File: src/rtl/tsc_pretrig.sv
// tsc_pretrig: transient capture core with pre-trigger ring buffer,
// edge-selectable threshold trigger, timestamp and serial readout.
module tsc_pretrig #(
  parameter int DW    = 8,
  parameter int DEPTH = 32,
  parameter int PRE   = 16,
  parameter int CDW   = 32
) (
  input  logic           clk,
  input  logic           reset,
  input  logic           start,
  input  logic           SBF,
  input  logic [DW-1:0]  thresh,
  input  logic           edge_sel,
  input  logic           rdy,
  input  logic [DW-1:0]  dat,
  output logic           req,
  output logic           rst,
  output logic [CDW-1:0] CD,
  output logic           TRD,
  output logic           SD,
  output logic           SBUSY
);

  localparam int AW   = (DEPTH > 1) ? $clog2(DEPTH) : 1;
  localparam int BW   = (DW > 1) ? $clog2(DW) : 1;
  localparam int FW   = $clog2(PRE + 1);
  localparam int POST = DEPTH - PRE - 1;

  localparam logic [FW-1:0] PREC  = FW'(PRE);
  localparam logic [AW-1:0] PLAST = AW'(POST - 1);
  localparam logic [AW-1:0] SLAST = AW'(DEPTH - 1);
  localparam logic [BW-1:0] BTOP  = BW'(DW - 1);

  typedef enum logic [1:0] {
    IDLE      = 2'b00,
    RUNNING   = 2'b01,
    TRIGGERED = 2'b10,
    BUFSEND   = 2'b11
  } state_t;

  state_t st, nx;

  logic [DW-1:0]  mem [DEPTH];
  logic [AW-1:0]  wptr, tptr, rptr;
  logic [AW-1:0]  post, scnt;
  logic [FW-1:0]  fill;
  logic [BW-1:0]  bidx;
  logic [DW-1:0]  prev;
  logic           pv;
  logic [CDW-1:0] timer;

  logic acc, armed, xing, hit;
  logic last_post, last_frame, go_send;

  assign acc   = req & rdy;
  assign armed = pv & (fill == PREC);
  assign xing  = edge_sel ? ((prev >= thresh) && (dat < thresh))
                          : ((prev < thresh) && (dat >= thresh));
  assign hit   = acc & armed & xing;

  assign last_post  = acc & (post == PLAST);
  assign last_frame = (bidx == '0) & (scnt == SLAST);
  assign go_send    = ~start & SBF & TRD;

  always_comb begin
    nx = st;
    unique case (st)
      IDLE: begin
        if (start)        nx = RUNNING;
        else if (go_send) nx = BUFSEND;
      end
      RUNNING: begin
        if (hit) nx = (POST == 0) ? IDLE : TRIGGERED;
      end
      TRIGGERED: begin
        if (last_post) nx = IDLE;
      end
      BUFSEND: begin
        if (last_frame) nx = IDLE;
      end
      default: nx = IDLE;
    endcase
  end

  always_ff @(posedge clk) begin
    rst <= reset;
    if (reset) begin
      st    <= IDLE;
      req   <= 1'b0;
      CD    <= '0;
      TRD   <= 1'b0;
      timer <= '0;
      wptr  <= '0;
      tptr  <= '0;
      rptr  <= '0;
      post  <= '0;
      scnt  <= '0;
      fill  <= '0;
      bidx  <= '0;
      prev  <= '0;
      pv    <= 1'b0;
    end else begin
      st    <= nx;
      timer <= timer + CDW'(1);
      req   <= (nx == RUNNING) || (nx == TRIGGERED);
      if (st == IDLE && start) begin
        TRD  <= 1'b0;
        fill <= '0;
        pv   <= 1'b0;
      end
      if (acc) begin
        wptr <= wptr + AW'(1);
        prev <= dat;
        pv   <= 1'b1;
        if (fill != PREC) fill <= fill + FW'(1);
      end
      // timestamp is the timer value seen on the accepting edge
      if (st == RUNNING && hit) begin
        TRD  <= 1'b1;
        CD   <= timer;
        tptr <= wptr;
        post <= '0;
      end
      if (st == TRIGGERED && acc) post <= post + AW'(1);
      if (st == IDLE && go_send) begin
        rptr <= tptr - AW'(PRE);
        bidx <= BTOP;
        scnt <= '0;
      end
      if (st == BUFSEND) begin
        if (bidx == '0) begin
          bidx <= BTOP;
          rptr <= rptr + AW'(1);
          scnt <= scnt + AW'(1);
        end else begin
          bidx <= bidx - BW'(1);
        end
      end
    end
  end

  always_ff @(posedge clk) begin
    if (acc && !reset) mem[wptr] <= dat;
  end

  assign SBUSY = (st == BUFSEND);
  assign SD    = SBUSY & mem[rptr][bidx];

endmodule

File: config.mk
export PLATFORM = sky130hd
export DESIGN_NAME = tsc_pretrig
export DESIGN_NICKNAME = d
export VERILOG_FILES = /design/src/rtl/tsc_pretrig.sv
export SDC_FILE = /design/constraint.sdc
export NUM_CORES = 1
export LEC_CHECK = 0
export BUFFER_PORTS_ARGS = -buffer_cell sky130_fd_sc_hd__buf_4
export CAP_MARGIN = 20
export CORE_ASPECT_RATIO = 2
export CORE_MARGIN = 4
export CORE_UTILIZATION = 40
export DETAILED_ROUTE_END_ITERATION = 8
export PLACE_DENSITY = 0.56
export SYNTH_ARGS = -nofsm -noshare
export SYNTH_HDL_FRONTEND = slang
export SYNTH_SLANG_ARGS = --single-unit
File: constraint.sdc
create_clock -name clk -period 6.9 [get_ports clk]
set_clock_uncertainty 0.15 [all_clocks]
set_input_delay 1.725 -clock clk [delete_from_list [all_inputs] [get_ports clk]]
set_output_delay 1.725 -clock clk [all_outputs]
set_load 0.01 [all_outputs]
==> flow_results.xml <==
<?xml version="1.0" encoding="UTF-8"?>
<metrics>
  <group name="synthesis">
    <metric name="synthesis.area_per_instance" unit="um^2">14.2</metric>
    <metric name="syn-instance-count" unit="">1105</metric>
    <metric name="synth-seq-cells" unit="">367</metric>
    <metric name="synth_top_family_by_area" unit="">multiplexers</metric>
    <metric name="synth_simple_gate_area_share" unit="%">12.0</metric>
    <metric name="synthDistinctLibCells" unit="">61</metric>
    <metric name="asyncSetResetFlopFracSynth" unit="%">0</metric>
    <metric name="postSynthNetCount" unit="">1157</metric>
    <metric name="synth_compound_area_share" unit="%">4.58</metric>
    <metric name="syn-cell-area" unit="um^2">15700</metric>
    <metric name="synth_warnings" unit="">0</metric>
    <metric name="synth_xor_xnor_area_share" unit="%">1.85</metric>
    <metric name="synth-main-ff-cell" unit="">edfxtp_1</metric>
    <metric name="seq_area_frac_synth" unit="%">63.3</metric>
    <metric name="muxShareOfSynthArea" unit="%">13.3</metric>
    <metric name="synth_adder_area_share" unit="%">2.40</metric>
    <metric name="synth_enable_flop_cells" unit="">256</metric>
  </group>
  <group name="route">
    <metric name="post_drt_wl_per_cell" unit="um">22.1</metric>
    <metric name="detail_route.first_pass.iterations" unit="">7</metric>
    <metric name="drtAntennaViolNets" unit="">0</metric>
    <metric name="route.detailed.drc" unit="">0</metric>
    <metric name="via_count" unit="">9075</metric>
    <metric name="totalWireLength" unit="mm">37.4</metric>
    <metric name="detail_route.vias_per_cell" unit="">5.36</metric>
    <metric name="drt_iter0_drc" unit="">525</metric>
  </group>
  <group name="timing">
    <metric name="setup_total_negative_slack" unit="ns">0</metric>
    <metric name="fmax" unit="MHz">176</metric>
    <metric name="timing_worst_slew_pin_value" unit="ns">1.07</metric>
    <metric name="hold_violations" unit="">0</metric>
    <metric name="unrepaired_setup_endpoints_after_global_routing" unit="">false</metric>
    <metric name="setup_violations" unit="">0</metric>
    <metric name="fin_crit" unit="ns">5.69</metric>
    <metric name="timing.max_slew.rel_slack" unit="%">28.7</metric>
    <metric name="final-max-slew-violation-count" unit="">0</metric>
    <metric name="postLayoutSetupSlackWorst" unit="ns">1.21</metric>
    <metric name="period_share" unit="%">82.5</metric>
  </group>
  <group name="worst_setup_path">
    <metric name="path_delay_family" unit="">compound AO/OA/AOI/OAI gates</metric>
    <metric name="worst-path-stages" unit="">8</metric>
    <metric name="arr_time_crit_path" unit="ns">3.81</metric>
    <metric name="worstReg2RegEnd" unit="">mem[5][0]$_DFFE_PP_</metric>
    <metric name="worst_setup_path_end_kind" unit="">output pin</metric>
    <metric name="critical_path_buffer_and_inverter_count" unit="">2</metric>
    <metric name="path_common_cell" unit="">buf_4</metric>
    <metric name="timing_worst_setup_path_type" unit="">flop to output pin</metric>
    <metric name="worst_setup_path_start_kind" unit="">flop</metric>
    <metric name="critical_path.max_stage_delay" unit="ns">0.85</metric>
    <metric name="worstPathCellList" unit="">buf_4 &gt; mux4_1 &gt; mux2i_1 &gt; a2111oi_0 &gt; a31oi_1 &gt; o32ai_1 &gt; nor4b_1 &gt; buf_4</metric>
    <metric name="critPathSlowestCell" unit="">dfxtp_2</metric>
    <metric name="critical_path_peak_fanout" unit="">31</metric>
    <metric name="timing.reg2reg.setup_slack" unit="ns">3.90</metric>
    <metric name="worstReg2RegStart" unit="">req$_SDFF_PP0_</metric>
    <metric name="worst_ep_required" unit="ns">5.03</metric>
    <metric name="reg2reg_depth" unit="">4</metric>
  </group>
  <group name="cells_and_area">
    <metric name="nets" unit="">1203</metric>
    <metric name="layout.cell_area.non_filler" unit="um^2">17500</metric>
    <metric name="layout-drive-gt1-share" unit="%">11.9</metric>
    <metric name="diode_insertion_count_for_antenna_repair" unit="">0</metric>
    <metric name="fillCellCount" unit="">3407</metric>
    <metric name="p_r_area_growth_vs_syn" unit="%">12.0</metric>
  </group>
  <group name="clock_tree">
    <metric name="cts_inserted_buffers" unit="">30</metric>
    <metric name="postCtsResizedCells" unit="">0</metric>
    <metric name="cts.sinks" unit="">367</metric>
    <metric name="cts.root.buffer_cell" unit="">clkbuf_16</metric>
    <metric name="cts_tree" unit="">yes</metric>
    <metric name="clkLatencyLatePin" unit="ns">0.56</metric>
    <metric name="cts-root-to-sink-buffers" unit="">3</metric>
    <metric name="hold_buffers" unit="">0</metric>
    <metric name="cts.reportedPaths.clkPinSlew" unit="ns">0.07</metric>
    <metric name="post_cts.repair.setup_buffers" unit="">0</metric>
    <metric name="cts.htree.levels" unit="">1</metric>
  </group>
  <group name="grt">
    <metric name="gr-total-overflow" unit="">0</metric>
    <metric name="groute.usage.overall" unit="%">17.6</metric>
    <metric name="grt_pass1_vias" unit="">9343</metric>
    <metric name="grt_first_pass_wirelength" unit="mm">56.9</metric>
    <metric name="grt_antenna_before_repair" unit="">0</metric>
    <metric name="pin_count_of_the_biggest_net_entering_global_routing" unit="">93</metric>
  </group>
  <group name="floorplan">
    <metric name="total_number_of_placement_rows" unit="">102</metric>
    <metric name="io_pins" unit="">59</metric>
    <metric name="initial_core_util" unit="%">40.5</metric>
    <metric name="chipWidth" unit="um">148</metric>
    <metric name="floorplan.core_area" unit="um^2">38700</metric>
    <metric name="die_area" unit="um^2">42600</metric>
    <metric name="chipHeight" unit="um">288</metric>
  </group>
  <group name="placed_design">
    <metric name="place.detailed.hpwl" unit="mm">25.0</metric>
    <metric name="numPortBuffers" unit="">58</metric>
    <metric name="place.gp.congestion" unit="">0.845</metric>
    <metric name="place_area" unit="um^2">16500</metric>
    <metric name="pre_cts_ws" unit="ns">1.83</metric>
  </group>
  <group name="outcome">
    <metric name="result_of_the_run" unit="">finished clean</metric>
  </group>
  <group name="hold_path">
    <metric name="hold_class" unit="">flop to flop</metric>
    <metric name="hold-path-endpoint" unit="">prev[7]$_SDFFE_PP0P_</metric>
    <metric name="number_of_cells_on_the_worst_hold_path" unit="">2</metric>
    <metric name="hold_path_startpoint" unit="">prev[7]$_SDFFE_PP0P_</metric>
  </group>
  <group name="power">
    <metric name="total_power_consumption" unit="mW">4.26</metric>
    <metric name="leakagePower" unit="nW">5.75</metric>
    <metric name="vdd_ir_drop_max" unit="mV">0.164</metric>
    <metric name="total_power_density_per_cell_area" unit="nW/um^2">243</metric>
  </group>
  <group name="job">
    <metric name="max_cap_violations" unit="">0</metric>
  </group>
</metrics>
-- per-stage QoR --
| step | std cells | hold slack (ns) | util (%) |
|---|---|---|---|
| detailed placement | 1639 | 0.304 | 42.7 |
| global route | 1694 | 0.327 | 45.4 |
| global placement | 1639 | 0.296 | 42.7 |
| floorplan | 1105 | 0.277 | - |
| finish | 1694 | 0.314 | 45.4 |
| CTS | 1694 | 0.313 | 45.4 |
-- power breakdown --
part / internal, mW / leakage (nW) / switching, mW
logic: 0.0365 / 2.05 / 0.0710
registers: 2.36 / 3.20 / 0.00664
clock network: 1.01 / 0.500 / 0.782
-- state kept, by name, summed over array words and instances, names as in the netlist, 3 cells and up --
signal and cells:
bidx 3, wptr 5, rptr 5, mem 256
prev 8, fill 5, post 5, tptr 5
scnt 5, timer 32, CD 32
-- worst max-delay path by stage --
| stage | from | end | slack [ns] |
|---|---|---|---|
| after floorplan | rptr[0]$_SDFF_PP0_ | SD | 2.93 |
| after global placement | rptr[1]$_SDFF_PP0_ | SD | 1.82 |
| after detailed placement | rptr[0]$_SDFF_PP0_ | SD | 1.83 |
| after CTS | rptr[0]$_SDFF_PP0_ | SD | 1.22 |
| after global routing | rptr[1]$_SDFF_PP0_ | SD | 1.03 |
| final | rptr[1]$_SDFF_PP0_ | SD | 1.21 |
-- routing by layer --
layer,track usage (%),wire (um)
met1,18.9,13400
met2,33.7,20600
met3,2.05,1430
met4,8.74,1890
met5,0,0
-- area by class of cell --
cell class                 count  area [um^2]  area share (%)
timing repair buffer          67          515            2.94
clock buffer                  39          846            4.82
sequential                   367         9910            56.5
clock inverter                16          180            1.03
tap                          520          651            3.71
multi-input combinational    665         5360            30.6
inverter                      20         75.1           0.428
-- cell usage after synthesis, types with 3 or more instances --
library cell	instances	area share, %
nand2_1	78	1.9
nor3b_1	3	0.14
nor3_1	10	0.32
xor2_1	25	1.4
and3_1	10	0.40
o21bai_1	3	0.14
clkbuf_1	24	0.58
and2_1	6	0.24
mux2i_1	59	3.8
buf_2	15	0.48
nand3_1	27	0.86
and4_1	3	0.17
a22oi_1	4	0.19
nand2b_1	80	3.2
o32ai_1	3	0.17
buf_6	3	0.22
xnor2_1	8	0.45
a31oi_1	5	0.20
inv_1	16	0.38
a211oi_1	4	0.19
buf_1	3	0.072
buf_4	3	0.14
a21oi_1	49	1.6
nor4_1	6	0.24
nand4_1	14	0.56
nor2_1	93	2.2
o21ai_0	19	0.61
edfxtp_1	256	49
or3_1	7	0.28
mux4_1	43	7.2
clkinv_1	3	0.072
mux4_2	16	2.3
buf_12	3	0.38
nand3b_1	9	0.43
nor2b_1	11	0.44
a21o_1	7	0.34
a2111oi_0	4	0.22
o22ai_1	3	0.12
ha_1	30	2.4
dfxtp_1	111	14
a311oi_1	3	0.17
-- tightest hold or removal path, stage by stage, from the launching register on --
cell and delay, ns:
dfxtp_1 0.31, nand2_1 0.05, a21oi_1 0.05
-- cell families (layout without fill, tap and decap cells) --
group           after synthesis  after routing
fa+ha+maj                    30             30
simple gates                368            368
xor+xnor                     33             33
buf+inv                      73            142
compound gates              116            116
flops                       367            367
mux                         118            118
-- cell usage in the layout, fill, tap and decap left out, drive strengths merged, types with 10 or more instances in the layout --
| cell | instances |
|---|---|
| clkinv | 12 |
| buf | 67 |
| clkbuf | 39 |
| nor2 | 93 |
| inv | 18 |
| o21ai | 19 |
| nor3 | 10 |
| nand2b | 80 |
| nand3 | 27 |
| nand4 | 14 |
| mux2i | 59 |
| a21oi | 49 |
| xor2 | 25 |
| dfxtp | 111 |
| ha | 30 |
| edfxtp | 256 |
| mux4 | 59 |
| nand2 | 78 |
| nor2b | 11 |
| and3 | 10 |
No activity file was read; power rests on OpenSTA's default activity.
